[src/rtl/colparity_stream.sv]
`default_nettype none
// ============================================================================
//  Module      : colparity_stream
//  Description : Streaming column-parity (theta-style) mixer. Accepts one
//                ROWS x COLS slice per handshake over a DEPTH-slice frame and
//                emits each slice XORed with its mixed column parities.
//                The block keeps its own neighbour-slice parity, so callers
//                never supply the previous slice.
//
//                Output order is 1, 2, ..., DEPTH-1, 0. Slice 0 needs the
//                parity of slice DEPTH-1, so it is parked in a holding
//                register and emitted last.
//
//  Ports       : clk, rst        - clock (rising edge), synchronous reset (high)
//                start           - begin a frame (sampled only when idle)
//                in_valid/ready  - input slice handshake, in_data = slice z
//                out_valid/ready - output handshake, out_data / out_idx
//                co_last         - pulse after slice DEPTH-1 is accepted
//                done            - pulse after the slice 0 output handshake
//                out_par         - column parity of the output slice's input
//                                  (only with COLPARITY_PAR_OUT_EN defined)
//
//  Options     : `define COLPARITY_PAR_OUT_EN adds the out_par port.
//
//  Revision    : 1.0 - initial release
// ============================================================================
module colparity_stream #(
    parameter int ROWS  = 5,
    parameter int COLS  = 5,
    parameter int DEPTH = 64
) (
    input  logic                       clk,
    input  logic                       rst,
    input  logic                       start,
    input  logic                       in_valid,
    output logic                       in_ready,
    input  logic [ROWS*COLS-1:0]       in_data,
    output logic                       out_valid,
    input  logic                       out_ready,
    output logic [ROWS*COLS-1:0]       out_data,
    output logic [$clog2(DEPTH)-1:0]   out_idx,
`ifdef COLPARITY_PAR_OUT_EN
    output logic [COLS-1:0]            out_par,
`endif
    output logic                       co_last,
    output logic                       done
);

    localparam int                 N          = ROWS * COLS;
    localparam int                 IDX_W      = $clog2(DEPTH);
    localparam logic [IDX_W-1:0]   c_LAST_IDX = IDX_W'(DEPTH - 1);

    // S_DRAIN waits for the slice 0 result to be taken before going idle.
    typedef enum logic [1:0] {
        S_IDLE  = 2'd0,
        S_RUN   = 2'd1,
        S_FLUSH = 2'd2,
        S_DRAIN = 2'd3
    } state_t;

    // ------------------------------------------------------------------------
    // Column parity: C[x] = XOR over y of bit (COLS*y + x).
    // ------------------------------------------------------------------------
    function automatic logic [COLS-1:0] col_parity(input logic [N-1:0] s);
        logic [COLS-1:0] c;
        c = '0;
        for (int y = 0; y < ROWS; y++) begin
            for (int x = 0; x < COLS; x++) begin
                c[x] = c[x] ^ s[COLS*y + x];
            end
        end
        return c;
    endfunction

    // ------------------------------------------------------------------------
    // Mix: D[x] = C_cur[x-1] ^ C_prev[x+1] (mod COLS); out = s ^ D per column.
    // ------------------------------------------------------------------------
    function automatic logic [N-1:0] theta_mix(input logic [N-1:0]    s,
                                               input logic [COLS-1:0] cur_c,
                                               input logic [COLS-1:0] prev_c);
        logic [COLS-1:0] d;
        logic [N-1:0]    r;
        d = '0;
        r = '0;
        for (int x = 0; x < COLS; x++) begin
            d[x] = cur_c[(x + COLS - 1) % COLS] ^ prev_c[(x + 1) % COLS];
        end
        for (int y = 0; y < ROWS; y++) begin
            for (int x = 0; x < COLS; x++) begin
                r[COLS*y + x] = s[COLS*y + x] ^ d[x];
            end
        end
        return r;
    endfunction

    // ------------------------------------------------------------------------
    // Registers
    // ------------------------------------------------------------------------
    state_t             r_state;
    logic [IDX_W-1:0]   r_in_cnt;
    logic [N-1:0]       r_hold0;
    logic [COLS-1:0]    r_prev_c;
    logic               r_out_valid;
    logic [N-1:0]       r_out_data;
    logic [IDX_W-1:0]   r_out_idx;
    logic               r_co_last;
    logic               r_done;

    // ------------------------------------------------------------------------
    // Handshake and load decode
    // ------------------------------------------------------------------------
    logic               w_in_ready;
    logic               w_in_acc;
    logic               w_out_hs;
    logic               w_out_free;
    logic [COLS-1:0]    w_in_c;
    logic [COLS-1:0]    w_h0_c;
    logic               w_load_run;
    logic               w_load_flush;
    logic               w_load;
    logic [N-1:0]       w_load_data;
    logic [IDX_W-1:0]   w_load_idx;

    // The output register is free if empty or being drained this cycle.
    assign w_out_free   = !r_out_valid || out_ready;
    assign w_in_ready   = (r_state == S_RUN) && w_out_free;
    assign w_in_acc     = in_valid && w_in_ready;
    assign w_out_hs     = r_out_valid && out_ready;

    assign w_in_c       = col_parity(in_data);
    assign w_h0_c       = col_parity(r_hold0);

    // Slice 0 is only parked; slices 1..DEPTH-1 produce a result at once.
    assign w_load_run   = w_in_acc && (r_in_cnt != '0);
    assign w_load_flush = (r_state == S_FLUSH) && w_out_free;
    assign w_load       = w_load_run || w_load_flush;

    // In FLUSH r_prev_c holds C of slice DEPTH-1, the wrap neighbour of slice 0.
    assign w_load_data  = w_load_flush ? theta_mix(r_hold0, w_h0_c, r_prev_c)
                                       : theta_mix(in_data, w_in_c, r_prev_c);
    assign w_load_idx   = w_load_flush ? '0 : r_in_cnt;

    // ------------------------------------------------------------------------
    // Control FSM and output register
    // ------------------------------------------------------------------------
    always_ff @(posedge clk) begin
        if (rst) begin
            r_state     <= S_IDLE;
            r_in_cnt    <= '0;
            r_hold0     <= '0;
            r_prev_c    <= '0;
            r_out_valid <= 1'b0;
            r_out_data  <= '0;
            r_out_idx   <= '0;
            r_co_last   <= 1'b0;
            r_done      <= 1'b0;
        end else begin
            r_co_last <= 1'b0;
            r_done    <= 1'b0;

            case (r_state)
                S_IDLE: begin
                    if (start) begin
                        r_state  <= S_RUN;
                        r_in_cnt <= '0;
                    end
                end
                S_RUN: begin
                    if (w_in_acc) begin
                        r_prev_c <= w_in_c;
                        r_in_cnt <= r_in_cnt + 1'b1;
                        if (r_in_cnt == '0) begin
                            r_hold0 <= in_data;
                        end
                        if (r_in_cnt == c_LAST_IDX) begin
                            r_state   <= S_FLUSH;
                            r_in_cnt  <= '0;
                            r_co_last <= 1'b1;
                        end
                    end
                end
                S_FLUSH: begin
                    if (w_out_free) begin
                        r_state <= S_DRAIN;
                    end
                end
                S_DRAIN: begin
                    if (w_out_hs) begin
                        r_state <= S_IDLE;
                        r_done  <= 1'b1;
                    end
                end
                default: r_state <= S_IDLE;
            endcase

            if (w_load) begin
                r_out_valid <= 1'b1;
                r_out_data  <= w_load_data;
                r_out_idx   <= w_load_idx;
            end else if (w_out_hs) begin
                r_out_valid <= 1'b0;
            end
        end
    end

`ifdef COLPARITY_PAR_OUT_EN
    // Parity of the slice that produced the current output, kept in step
    // with out_data.
    logic [COLS-1:0] r_out_par;

    always_ff @(posedge clk) begin
        if (rst) begin
            r_out_par <= '0;
        end else if (w_load) begin
            r_out_par <= w_load_flush ? w_h0_c : w_in_c;
        end
    end

    assign out_par = r_out_par;
`else
    // Parity output not built.
`endif

    assign in_ready  = w_in_ready;
    assign out_valid = r_out_valid;
    assign out_data  = r_out_data;
    assign out_idx   = r_out_idx;
    assign co_last   = r_co_last;
    assign done      = r_done;

endmodule
`default_nettype wire

[config.mk]
export PLATFORM = sky130hd
export DESIGN_NAME = colparity_stream
export DESIGN_NICKNAME = d
export VERILOG_FILES = /design/src/rtl/colparity_stream.sv
export SDC_FILE = /design/constraint.sdc
export NUM_CORES = 1
export LEC_CHECK = 0
export CORE_MARGIN = 8
export CORE_UTILIZATION = 40
export DETAILED_ROUTE_END_ITERATION = 10
export SLEW_MARGIN = 10
export SYNTH_ARGS = -nofsm -noshare
export SYNTH_HDL_FRONTEND = slang
export SYNTH_SLANG_ARGS = --single-unit
[constraint.sdc]
create_clock -name clk -period 2.6 [get_ports clk]
set_input_delay 0.26 -clock clk [delete_from_list [all_inputs] [get_ports clk]]
set_output_delay 0.26 -clock clk [all_outputs]
set_load 0.05 [all_outputs]
==> summary.md, run 1 <==
After synthesis, the mean cell area works out to 8.49 um^2. For this run, design rule violations remaining after detail routing come to 0. The startpoint type of the worst setup path is a register.

The tools report the startpoint of the lowest-slack register-to-register path as r_state[0]$_SDFFE_PP0P_. Classification of the worst setup path: register to register. The run gives 0 as the number of antenna violations at the first check in global routing. The total area inside the core boundary comes to 12,000 um^2. Summed over all instances, the cell type with the most area after synthesis is sky130_fd_sc_hd__dfxtp_1. By area the synthesized netlist is led by sky130_fd_sc_hd__dfxtp_1 29%, sky130_fd_sc_hd__xnor2_1 16%, sky130_fd_sc_hd__nand2_1 5.4%. The critical path contains buffers and inverters numbering 2 combined.

Counting along the longest clock path gives a buffer depth of 2. For the worst setup path, the data arrival time is 2.56 ns. The worst hold path passes through 2 cells. The logs give 0 for the number of max-slew violations in the final report and 65 for the top-level I/O count.

The time the worst path needs with I/O delays and setup was 2.32 ns; the amount of wire on met3 after detailed routing was 635 um. The leakage power total was 2.19 nW; the clock sink count was 72. The area of placed instances came out at 5870 um^2.

The largest single stage delay on the critical path is 0.41 ns. The total number of vias was 4,523. For the number of cells produced by synthesis, the log shows 578.

Remaining number of nets flagged by the antenna check after routing: 0. The net count reported at finish is 688, and the worst voltage drop across the vdd grid is 0.000617 V. The final setup TNS is 0 ns, and the sequential share of the synthesized area is 29.4%.

The standard cell with the maximum stage delay on the critical path is sky130_fd_sc_hd__buf_4. Total power for the finished layout comes to 6.63 mW. Counting cells, the worst reg-to-reg path comes to 7. The width of the chip works out to 127 um. The total non-filler cell area in the finished layout was 6230 um^2; the count of unique library cells instantiated by Yosys was 54. Entering global routing, the biggest net connects 52 pins. The initial cell density of the core came out at 40.8%. The tools report the timing endpoint of the critical path as out_data[5]$_SDFFE_PP0P_.

The number of enable flip-flop cells after synthesis is 0. Headroom to the max-slew limit came out at 22.4%. Setup repair after global routing left no endpoint under its margin.

The startpoint of the worst setup timing path was r_state[0]$_SDFFE_PP0P_. Dividing total power by cell area gives a power density of 1060 nW/um^2. For this run the aggregate overflow at the end of global routing stands at 0.

Broken down by cell family, the worst path's largest delay share belongs to compound AO/OA/AOI/OAI gates. In this run, the number of DRC markers left after iteration 0 of detailed routing was 451. The run gives 0 as the final setup violation count. For the synthesis warning total, the log shows 0. Die outline area: 16,100 um^2. Across the run, the number of max-cap violations was 0.

For this run, asynchronously set or reset flops after synthesis account for 0%. The tools report the number of placed instances, taps included as 786. The tools report the number of global-route vias before repair as 4,321. The die is 127 um tall.

The detailed-routing iteration count for the pre-antenna-repair pass is 5. The top routing layer in use was met4. The tools report the endpoint of the worst-slack reg-to-reg timing path as out_data[5]$_SDFFE_PP0P_. The average wire per standard cell came out at 17.4 um. The finished layout holds 803 standard cells, fillers aside.

Compared with the post-synthesis result, the final layout area differs by 27.1%. The first global-routing pass estimated 22.5 mm of wire. The critical path depth was 7; the TritonCTS buffer count was 9.

The signal on the critical path passes through inv_1 -> ha_1 -> nand2_1 -> buf_4 -> nand3_1 -> o221a_2 -> a211oi_1. Count of endpoints failing hold in the final timing report: 0. The clock insertion delay at the later pin of the skew report was 0.34 ns; the count of standard-cell rows was 40.

For the met1 layer wirelength in the final routing, the log shows 6.75 mm. In this run, synthesis produced a sequential element count of 72. The repair_antennas step left the layout with diodes totalling 0. The flow ran to the end, and the final reports show no timing, DRC or antenna violations.

The final weighted congestion in routability-driven placement came out at 0.779. Of the available clock period, the critical path in the final layout requires 89.1%. The logs give 14.0 mm for the final wirelength and 0.431 GHz for the maximum clock rate. At the worst endpoint, the required time is 2.84 ns. The run gives 17.2% as the total global-route track usage. The slew at the pin closest to its max-slew limit came out at 1.16 ns. The number of I/O port buffers was 64; the total met2 wirelength after detailed routing was 6.40 mm.

In this run the cell area of the synthesized design comes to 4910 um^2. The setup check on the worst reg-to-reg path leaves a slack of 0.28 ns. Of all nets on the critical path, the largest fanout is 34.

Ranked by instance count, the synthesized netlist is headed by 92 x sky130_fd_sc_hd__xnor2_1, 72 x sky130_fd_sc_hd__dfxtp_1, 70 x sky130_fd_sc_hd__nand2_1. STA classifies the critical path endpoint as a register. The root buffer selected by CTS is sky130_fd_sc_hd__clkbuf_16. The most common cell in the synthesized netlist is sky130_fd_sc_hd__xnor2_1.

Ratio of cells with drive above 1 in the final layout: 14.5%. After synthesis, the largest area contributor takes up 29.4% of total cell area. TritonCTS built the clock tree. For the final database, setup skew stands at 0.00728 ns.

The number of nets produced by synthesis is 615. The leading register cell type out of synthesis was sky130_fd_sc_hd__dfxtp_1. The post-CTS clock slew at the launch and capture registers of the worst setup and hold paths was 0.06 ns; the deepest level of the CTS H-tree was 3. The via density per instance came out at 5.63. The classification of the worst-slack hold path was register to register.

Placed wire-length estimate: 9.86 mm.
[worst min path at each step]
stage                                         from                        to  slack (ns)
after floorplan                         in_data[0]   r_hold0[0]$_SDFFE_PP0P_        0.40
after detailed placement   r_hold0[1]$_SDFFE_PP0P_   r_hold0[1]$_SDFFE_PP0P_        0.49
final                     r_hold0[10]$_SDFFE_PP0P_  r_hold0[10]$_SDFFE_PP0P_        0.50
after global placement    r_hold0[11]$_SDFFE_PP0P_  r_hold0[11]$_SDFFE_PP0P_        0.48
after global routing       r_hold0[1]$_SDFFE_PP0P_   r_hold0[1]$_SDFFE_PP0P_        0.52
after CTS                  r_hold0[1]$_SDFFE_PP0P_   r_hold0[1]$_SDFFE_PP0P_        0.50
[registers in the layout (all words and copies together) (netlist names)]
register   count
out_data      25
r_hold0       25
out_idx        6
r_in_cnt       6
r_prev_c       5
r_state        2
co_last        1
done           1
out_valid      1
[worst reg2reg max path, stage by stage (launching register included)]
cell and delay, ns:
sky130_fd_sc_hd__dfxtp_1 0.38, sky130_fd_sc_hd__inv_1 0.10, sky130_fd_sc_hd__ha_1 0.22, sky130_fd_sc_hd__nand2_1 0.24, sky130_fd_sc_hd__buf_4 0.41, sky130_fd_sc_hd__nand3_1 0.29
sky130_fd_sc_hd__o221a_2 0.35, sky130_fd_sc_hd__a211oi_1 0.23
[per-stage QoR]
stage	utilization [%]	hold WS [ns]	setup slack, ns
finish	51.9	0.498	0.282
global route	51.9	0.517	0.169
floorplan	-	0.396	0.493
detailed placement	48.9	0.489	-0.0867
CTS	51.8	0.497	0.153
global placement	48.9	0.481	0.00608
[cells by family (layout without fill, tap and decap cells)]
kind of cell	Yosys count	after routing	synth area share, %
buffers and inverters	53	130	4.54
DFF	72	72	29.4
and+or+nand+nor	185	185	18.4
muxes	15	15	3.21
xor gates and xnor gates	115	115	22.6
adders and majority gates	7	7	1.79
AOI/OAI and AO/OA	131	132	20.1
[where the power goes]
part	internal (mW)	switching [mW]
clock	0.988	0.493
sequential	1.36	0.223
combinational	1.45	2.11
[layout make-up]
cell class	instances	area (um^2)
clock buffer	11	253
clock inverter	5	103
fill	1110	5780
inverter	6	22.5
multi-input combinational	454	3260
sequential	72	1440
tap	147	184
timing repair buffer	108	968
[what timing repair did]
item                                    4_1_cts  5_1_grt
setup buffers                                 0        0
endpoints found under the setup margin        0        8
gates resized for setup                       0        0
hold buffers                                  0        0
[layer usage]
layer / vias to the layer above / track usage [%]
li1: 2214 / -
met1: 2186 / 23.0
met2: 109 / 27.0
met3: 14 / 2.97
met4: 0 / 6.23
met5: - / 0
[placed cells by master, fill, tap and decap left out, types with 2 or more instances in the layout]
cell type,count
sky130_fd_sc_hd__a2111oi_0,4
sky130_fd_sc_hd__a211oi_1,5
sky130_fd_sc_hd__a21oi_1,47
sky130_fd_sc_hd__a21oi_2,2
sky130_fd_sc_hd__and2_1,8
sky130_fd_sc_hd__and3_1,8
sky130_fd_sc_hd__buf_4,45
sky130_fd_sc_hd__bufinv_16,3
sky130_fd_sc_hd__clkbuf_16,9
sky130_fd_sc_hd__clkbuf_8,2
sky130_fd_sc_hd__clkdlybuf4s50_1,63
sky130_fd_sc_hd__dfxtp_1,72
sky130_fd_sc_hd__ha_1,7
sky130_fd_sc_hd__inv_1,5
sky130_fd_sc_hd__mux2_2,6
sky130_fd_sc_hd__mux2i_1,9
sky130_fd_sc_hd__nand2_1,70
sky130_fd_sc_hd__nand2b_1,2
sky130_fd_sc_hd__nand3_1,22
sky130_fd_sc_hd__nand3b_1,8
sky130_fd_sc_hd__nand4_1,4
sky130_fd_sc_hd__nand4b_1,5
sky130_fd_sc_hd__nor2_1,31
sky130_fd_sc_hd__nor2b_1,4
sky130_fd_sc_hd__nor3_1,11
sky130_fd_sc_hd__nor4_1,5
sky130_fd_sc_hd__nor4b_1,2
sky130_fd_sc_hd__o2111a_1,4
sky130_fd_sc_hd__o2111ai_1,2
sky130_fd_sc_hd__o211ai_1,5
sky130_fd_sc_hd__o21a_1,3
sky130_fd_sc_hd__o21ai_0,7
sky130_fd_sc_hd__o221a_2,19
sky130_fd_sc_hd__o221ai_1,15
sky130_fd_sc_hd__o22a_1,9
sky130_fd_sc_hd__or3b_1,2
sky130_fd_sc_hd__xnor2_1,92
sky130_fd_sc_hd__xnor3_1,3
sky130_fd_sc_hd__xnor3_2,3
sky130_fd_sc_hd__xor2_1,16
(Power assumes the default switching activity.)
==> run 2: changes to the inputs <==
--- a/config.mk
+++ b/config.mk
@@ -7,6 +7,7 @@
 export LEC_CHECK = 0
 export CORE_MARGIN = 8
 export CORE_UTILIZATION = 40
+export CTS_CLUSTER_SIZE = 10
 export DETAILED_ROUTE_END_ITERATION = 10
 export SLEW_MARGIN = 10
 export SYNTH_ARGS = -nofsm -noshare
==> results of run 2 <==
Final layout, timing and power as in run 1 (identical DEF).
